`config.mk`:
```
export PLATFORM = sky130hd
export DESIGN_NAME = button_debounce_bank
export DESIGN_NICKNAME = d
export VERILOG_FILES = /design/src/rtl/button_debounce_bank.sv
export SDC_FILE = /design/constraint.sdc
export NUM_CORES = 1
export LEC_CHECK = 0
export CAP_MARGIN = 25
export CORE_ASPECT_RATIO = 1.25
export CORE_MARGIN = 3
export CORE_UTILIZATION = 53
export CTS_CLUSTER_DIAMETER = 60
export CTS_CLUSTER_SIZE = 25
export DETAILED_ROUTE_END_ITERATION = 10
export PLACE_DENSITY = 0.77
export SYNTH_ARGS = -nofsm -noshare
export SYNTH_HDL_FRONTEND = slang
export SYNTH_SLANG_ARGS = --single-unit
```
`constraint.sdc`:
```
create_clock -name i_clk -period 2.4 [get_ports i_clk]
set_input_delay 0.48 -clock i_clk [delete_from_list [all_inputs] [get_ports i_clk]]
set_output_delay 0.48 -clock i_clk [all_outputs]
set_load 0.1 [all_outputs]
```
`src/rtl/button_debounce_bank.sv`:
```
// button_debounce_bank
//   A bank of N_CH independent debouncers for active-low mechanical buttons. Each raw
//   input is brought in through a 2-flop synchronizer. A per-channel 4-state FSM then
//   accepts a level change only after STABLE_CNT consecutive stable samples. All
//   outputs are registered.
//
// Build option:
//   DEBOUNCE_REPEAT_EN - when defined, a held button emits extra o_press pulses: the
//                        first after REPEAT_DELAY held cycles, then one every
//                        REPEAT_RATE cycles. Undefined: one o_press per accepted press.
//
// Ports:
//   i_clk        system clock
//   i_reset      synchronous reset, active-low
//   i_btn_n      raw asynchronous buttons, active-low (0 = pressed)
//   o_level      debounced level per channel, active-high
//   o_press      one-cycle pulse per accepted press (and per auto-repeat when enabled)
//   o_release    one-cycle pulse per accepted release
//   o_any_press  OR of o_press, same cycle
module button_debounce_bank #(
  parameter int unsigned N_CH         = 4,
  parameter int unsigned CNT_W        = 20,
  parameter int unsigned STABLE_CNT   = 500000,
  parameter int unsigned REPEAT_DELAY = 25000000,
  parameter int unsigned REPEAT_RATE  = 5000000
) (
  input  logic            i_clk,
  input  logic            i_reset,
  input  logic [N_CH-1:0] i_btn_n,
  output logic [N_CH-1:0] o_level,
  output logic [N_CH-1:0] o_press,
  output logic [N_CH-1:0] o_release,
  output logic            o_any_press
);

  typedef enum logic [1:0] {StIdle, StPressWait, StPressed, StReleaseWait} state_e;

  localparam logic [CNT_W-1:0] LastCnt = CNT_W'(STABLE_CNT - 1);

  logic [N_CH-1:0] sync1_q, sync2_q;
  logic [N_CH-1:0] press_pend_vec;
  logic [N_CH-1:0] level_vec, press_vec, release_vec;
  logic            any_press_q;

  // Synchronizer flops reset to 1 so a reset reads as "all buttons released".
  always_ff @(posedge i_clk) begin
    if (!i_reset) begin
      sync1_q <= '1;
      sync2_q <= '1;
    end else begin
      sync1_q <= i_btn_n;
      sync2_q <= sync1_q;
    end
  end

  for (genvar gi = 0; gi < N_CH; gi++) begin : g_ch
    state_e           state_q, state_d;
    logic [CNT_W-1:0] cnt_q, cnt_d;
    logic             accept, release_evt, rep_fire;
    logic             press_pend_q, release_pend_q;
    logic             level_q, press_q, release_q;
    logic             btn_up;

    assign btn_up = sync2_q[gi];

    always_comb begin
      state_d     = state_q;
      cnt_d       = cnt_q;
      accept      = 1'b0;
      release_evt = 1'b0;
      unique case (state_q)
        StIdle: begin
          if (!btn_up) begin
            state_d = StPressWait;
            cnt_d   = CNT_W'(1);
          end else begin
            cnt_d = '0;
          end
        end
        StPressWait: begin
          // A bounce wins over the final count: the press is only taken if the
          // input is still low on the qualifying cycle.
          if (btn_up) begin
            state_d = StIdle;
            cnt_d   = '0;
          end else if (cnt_q == LastCnt) begin
            state_d = StPressed;
            cnt_d   = '0;
            accept  = 1'b1;
          end else begin
            cnt_d = cnt_q + CNT_W'(1);
          end
        end
        StPressed: begin
          if (btn_up) begin
            state_d = StReleaseWait;
            cnt_d   = CNT_W'(1);
          end
        end
        StReleaseWait: begin
          if (!btn_up) begin
            state_d = StPressed;
            cnt_d   = '0;
          end else if (cnt_q == LastCnt) begin
            state_d     = StIdle;
            cnt_d       = '0;
            release_evt = 1'b1;
          end else begin
            cnt_d = cnt_q + CNT_W'(1);
          end
        end
        default: begin
          state_d = StIdle;
          cnt_d   = '0;
        end
      endcase
    end

`ifdef DEBOUNCE_REPEAT_EN
    localparam int unsigned RepMax = (REPEAT_DELAY > REPEAT_RATE) ? REPEAT_DELAY
                                                                  : REPEAT_RATE;
    localparam int unsigned RepW   = $clog2(RepMax) + 1;

    logic [RepW-1:0] rep_cnt_q, rep_cnt_d;
    logic            rep_on_q, rep_on_d;

    // Counts only on cycles that stay in PRESSED; any other cycle (entry, release
    // wait, return from release wait) restarts the sequence at REPEAT_DELAY.
    always_comb begin
      rep_cnt_d = '0;
      rep_on_d  = 1'b0;
      rep_fire  = 1'b0;
      if (state_q == StPressed && state_d == StPressed) begin
        rep_on_d = rep_on_q;
        if ((!rep_on_q && rep_cnt_q == RepW'(REPEAT_DELAY - 1)) ||
            (rep_on_q && rep_cnt_q == RepW'(REPEAT_RATE - 1))) begin
          rep_fire  = 1'b1;
          rep_cnt_d = '0;
          rep_on_d  = 1'b1;
        end else begin
          rep_cnt_d = rep_cnt_q + RepW'(1);
        end
      end
    end

    always_ff @(posedge i_clk) begin
      if (!i_reset) begin
        rep_cnt_q <= '0;
        rep_on_q  <= 1'b0;
      end else begin
        rep_cnt_q <= rep_cnt_d;
        rep_on_q  <= rep_on_d;
      end
    end
`else
    logic unused_rep;
    assign unused_rep = ^{REPEAT_DELAY, REPEAT_RATE};
    assign rep_fire   = 1'b0;
`endif

    // Events are staged one cycle so the pulse lands in the cycle after the
    // transition, matching the 2 + STABLE_CNT press latency.
    always_ff @(posedge i_clk) begin
      if (!i_reset) begin
        state_q        <= StIdle;
        cnt_q          <= '0;
        press_pend_q   <= 1'b0;
        release_pend_q <= 1'b0;
        level_q        <= 1'b0;
        press_q        <= 1'b0;
        release_q      <= 1'b0;
      end else begin
        state_q        <= state_d;
        cnt_q          <= cnt_d;
        press_pend_q   <= accept | rep_fire;
        release_pend_q <= release_evt;
        level_q        <= (state_d == StPressed) || (state_d == StReleaseWait);
        press_q        <= press_pend_q;
        release_q      <= release_pend_q;
      end
    end

    assign press_pend_vec[gi] = press_pend_q;
    assign level_vec[gi]      = level_q;
    assign press_vec[gi]      = press_q;
    assign release_vec[gi]    = release_q;
  end

  // Built from the same staged events as o_press so both rise in the same cycle.
  always_ff @(posedge i_clk) begin
    if (!i_reset) begin
      any_press_q <= 1'b0;
    end else begin
      any_press_q <= |press_pend_vec;
    end
  end

  assign o_level     = level_vec;
  assign o_press     = press_vec;
  assign o_release   = release_vec;
  assign o_any_press = any_press_q;

endmodule

```
==> results of run 1 <==
==> worst min path at each step <==
stage | end | slack (ns) | depth (start not counted)
finish | sync2_q[2] | 0.42 | 1
global route | sync2_q[2] | 0.44 | 1
CTS | sync2_q[1] | 0.42 | 1
floorplan | sync2_q[0] | 0.39 | 1
global placement | sync2_q[2] | 0.39 | 1
detailed placement | sync2_q[1] | 0.41 | 1
==> per-layer routing <==
layer	track usage, %	wire length (um)	part of all wire (%)
met1	25.2	5200	44
met2	35.8	5990	50
met3	4.65	528	4.4
met4	7.45	187	1.6
met5	0	0	0
==> flip-flops by register name, indices dropped and copies added (netlist names), 4 cells and up <==
signal,flops
g_ch.press_q,4
g_ch.release_pend_q,4
g_ch.cnt_q,80
sync1_q,4
g_ch.state_q,8
g_ch.press_pend_q,4
g_ch.release_q,4
sync2_q,4
==> through the flow <==
step                worst slack (ns)  std cells  hold slack (ns)
floorplan                      0.433        651            0.386
global placement               0.155        784            0.387
detailed placement             0.114        784            0.408
CTS                            0.267        815            0.420
global route                  0.0653        815            0.436
finish                         0.281        815            0.420
==> cell families (layout without fill, tap and decap cells) <==
group / Yosys count / after routing
adders and majority gates: 4 / 4
DFF: 116 / 116
buffers and inverters: 53 / 88
and+or+nand+nor: 309 / 309
muxes: 9 / 9
xor gates and xnor gates: 14 / 14
AOI/OAI and AO/OA: 146 / 146
==> worst max-delay path: stages, from the launching register on <==
cell and delay, ns:
sky130_fd_sc_hd__dfxtp_1 0.41, sky130_fd_sc_hd__ha_1 0.26, sky130_fd_sc_hd__and4_1 0.39, sky130_fd_sc_hd__nand4_1 0.13, sky130_fd_sc_hd__nor3_1 0.41, sky130_fd_sc_hd__mux2i_1 0.30
sky130_fd_sc_hd__and2_1 0.16
==> cell type report <==
class,count,area (sq um)
clock buffer,22,494
clock inverter,9,173
fill,803,3700
inverter,14,52.6
multi-input combinational,482,2920
sequential,116,2320
tap,129,161
timing repair buffer,43,335
==> cells in the mapped netlist, types with 7 or more instances <==
master	count
sky130_fd_sc_hd__or3_1	9
sky130_fd_sc_hd__o21ai_0	21
sky130_fd_sc_hd__a31oi_1	23
sky130_fd_sc_hd__a21oi_1	41
sky130_fd_sc_hd__buf_4	13
sky130_fd_sc_hd__nand2b_1	18
sky130_fd_sc_hd__mux2i_1	8
sky130_fd_sc_hd__nand4_1	18
sky130_fd_sc_hd__or4_1	7
sky130_fd_sc_hd__and2_1	21
sky130_fd_sc_hd__inv_1	14
sky130_fd_sc_hd__a21o_1	16
sky130_fd_sc_hd__and4_1	11
sky130_fd_sc_hd__o211ai_1	11
sky130_fd_sc_hd__nor3_1	22
sky130_fd_sc_hd__nor4_1	9
sky130_fd_sc_hd__dfxtp_1	116
sky130_fd_sc_hd__nand2_1	77
sky130_fd_sc_hd__clkbuf_1	15
sky130_fd_sc_hd__nand3_1	54
sky130_fd_sc_hd__xor2_1	8
sky130_fd_sc_hd__and3_1	8
sky130_fd_sc_hd__nor2_1	26
==> power groups by stage <==
stage          registers (W)  clock network (W)  logic [W]
2_1_floorplan        0.00198                  0  0.0000322
3_3_place_gp         0.00199                  0  0.0000477
3_5_place_dp         0.00199                  0  0.0000489
4_1_cts              0.00195            0.00284  0.0000495
5_1_grt              0.00195            0.00292  0.0000541
6_report             0.00195            0.00282  0.0000491
==> layout by cell type, fill, tap and decap left out, types with 4 or more instances in the layout <==
| cell | n |
|---|---|
| sky130_fd_sc_hd__o311ai_0 | 6 |
| sky130_fd_sc_hd__nand4_1 | 18 |
| sky130_fd_sc_hd__and3_1 | 8 |
| sky130_fd_sc_hd__a21o_1 | 16 |
| sky130_fd_sc_hd__ha_1 | 4 |
| sky130_fd_sc_hd__nand2b_1 | 18 |
| sky130_fd_sc_hd__and4_1 | 11 |
| sky130_fd_sc_hd__a21oi_1 | 41 |
| sky130_fd_sc_hd__or3_1 | 9 |
| sky130_fd_sc_hd__clkbuf_16 | 17 |
| sky130_fd_sc_hd__xnor2_1 | 6 |
| sky130_fd_sc_hd__clkdlybuf4s50_1 | 5 |
| sky130_fd_sc_hd__or4_1 | 7 |
| sky130_fd_sc_hd__a31oi_1 | 23 |
| sky130_fd_sc_hd__nand2_1 | 77 |
| sky130_fd_sc_hd__buf_4 | 38 |
| sky130_fd_sc_hd__mux2i_1 | 8 |
| sky130_fd_sc_hd__and2_1 | 21 |
| sky130_fd_sc_hd__nor3_1 | 22 |
| sky130_fd_sc_hd__nor4_1 | 9 |
| sky130_fd_sc_hd__clkbuf_8 | 5 |
| sky130_fd_sc_hd__o211ai_1 | 11 |
| sky130_fd_sc_hd__o21ai_0 | 21 |
| sky130_fd_sc_hd__bufinv_16 | 5 |
| sky130_fd_sc_hd__dfxtp_1 | 116 |
| sky130_fd_sc_hd__or2_2 | 5 |
| sky130_fd_sc_hd__xor2_1 | 8 |
| sky130_fd_sc_hd__nand3_1 | 54 |
| sky130_fd_sc_hd__inv_1 | 14 |
| sky130_fd_sc_hd__nor2_1 | 26 |
==> run summary, run 1 <==
The number of buffers on the longest clock path came out at 2. The arrival time reported for the critical path endpoint is about 2.5 ns. The number of enable-type register cells in the synthesized netlist is 0. Entering global routing, the biggest net connects 24 pins. For this run the aggregate overflow at the end of global routing stands at 0.

The share of post-route cells with drive strength above 1 came out at 12.8%. The count of max-cap constraint violations is 0. The final setup skew came out at 0.00552 ns.

The count of port buffers added during placement is 18. The die outline area came out at between 0.01 and 0.015 sq mm. The synthesized netlist devotes about 17% of its cell area to compound gates. Dividing the detail-routed via count by the number of cells gives 5.94. By area, the combinational part of the netlist is dominated by simple AND/OR/NAND/NOR gates. Of all cell types, the one taking the most synthesized area is sky130_fd_sc_hd__dfxtp_1. The total clock buffers created by CTS came out at 17. The total setup violations reported at the end of the flow is 0. The cell area reported after detailed placement came out at 0.00579 sq mm. The final count of hold timing violations is 0. The switching power is 0.000887 W. The critical path in this run is classified as reg -> reg. The growth of design area from synthesis to finish came out at 17.0%. The sequential area share after synthesis is between 40 and 50%. The worst setup slack for register-to-register paths is 0.28 ns.

Synthesis produced a netlist with a net count of 661. The share of synthesized cell area in and, or, nand and nor gates is 30.9%. Setup repair after global routing left no endpoint under its margin. The later-pin clock latency in the skew report came out at slightly above 0.4 ns. The TritonCTS clock tree is yes. The clock network accounts for roughly 59% of the total power. The tree is rooted in a sky130_fd_sc_hd__clkbuf_16. STA puts the critical path data required time at 2.75 ns. The number of DRC markers after the initial detailed-route iteration came out at about 320.

The share of async-settable or async-resettable flops after synthesis came out at 0%. STA classifies the critical path endpoint as a register. The number of core rows came out at 41. The flow ran to the end, and the final reports show no timing, DRC or antenna violations. For this run, the leading register cell type out of synthesis is sky130_fd_sc_hd__dfxtp_1.

The worst register-to-register path ends at g_ch[2].level_q. The worst pin sits at a relative slew slack of 67.5%. The via count of the first global-routing pass came out at 4539. After synthesis the cells add up to 0.00552 sq mm. The post-synthesis instance total is 651. The source of the critical timing path is g_ch[2].cnt_q[0]. A synthesized cell averages 8.48 sq um. The maximum achievable frequency came out at 472 MHz. The worst-case IR drop observed on VDD is 447 uV. The worst-path maximum fanout is 7. The number of antenna diodes in the final layout is 0. By area the synthesized netlist is led by sky130_fd_sc_hd__dfxtp_1, sky130_fd_sc_hd__nand2_1, sky130_fd_sc_hd__nand3_1.

The setup total negative slack is 0 ns. The critical path ends at g_ch[2].level_q. The post-detailed-route DRC marker count is 0. The proportion of total power due to net switching is 18.4%. For the pin with the worst max-slew slack, the measured transition is 0.484 ns. The via count of the routed design came out at 4844. The share of the core filled with cells in the final layout is 63.6%.

Counting flops and latches in the post-synthesis netlist gives 116. The final period demand of the worst path is between 2 and 2.5 ns. The number of gates resized after CTS came out at 0. The number of synthesis warnings is 0. The total power density per cell area is 746 mW/mm^2. The post-layout instance area came out at 0.00646 sq mm. The area of the core is 0.0102 sq mm. The number of slew-limit violations in the final report is 0. The first detailed-routing pass ran for 6 iterations. The starting utilization of the core area is 54.4%. The clock slew at the register clock pins of the worst setup and hold paths came out at 0.05 ns. The number of cells on the worst reg-to-reg path is 6. 19 I/O pins were placed. The adder and majority gate portion of the synthesized area came out at 0.906%.

The number of buffers inserted by post-CTS setup repair came out at 0. The routed wire length is 11900 um. The die boundary width came out at 97.3 um. The area share of the leading cell type in the synthesized netlist came out at 42.0%. The initial antenna violation count came out at 0.

The estimated wirelength of the detail-placed design is 7830 um. The number of distinct library cells after synthesis is 65. The xor and xnor area share after synthesis came out at 2.22%.

The hold buffer count at cts is 0. The H-tree depth reported by CTS is 4. The proportion of power drawn by flip-flops and latches is between 40% and 50%. The hold path startpoint is sync1_q[2]. The combined global-route utilization of all metal layers came out at 20.7%. Of the available clock period, the critical path in the final layout requires between 80% and 90%. The multiplexer share of the synthesized area came out at 1.65%.

The global-route wire length before repair is 20400 um. Measured along the y axis, the die boundary spans about 120 um. The CTS sink count came out at ~120. The source of the worst register-to-register timing path is g_ch[2].cnt_q[0].

Routability-driven placement finished with a final weighted congestion of about 0.88. The net count of the finished layout is 684. Once detail routing completed, the nets flagged for antenna violations numbered 0. The detail-routed net length per standard cell is 14.6 um.

The combinational share of power came out at 1.0%. The path class of the tightest hold or removal check is reg -> reg. The internal portion of total power came out at 0.00393 W. The worst setup path is launched from a register. The post-route total power came out at 0.00482 W. Summed over all cells, the static leakage comes to 2.32 nW.
(Power assumes the default switching activity.)
==> inputs of run 2 (changes only) <==
--- a/config.mk
+++ b/config.mk
@@ -5,7 +5,7 @@
 export SDC_FILE = /design/constraint.sdc
 export NUM_CORES = 1
 export LEC_CHECK = 0
-export CAP_MARGIN = 25
+export CAP_MARGIN = 10
 export CORE_ASPECT_RATIO = 1.25
 export CORE_MARGIN = 3
 export CORE_UTILIZATION = 53
==> results of run 2 <==
No change in the layout: final DEF, timing and power equal those of run 1.
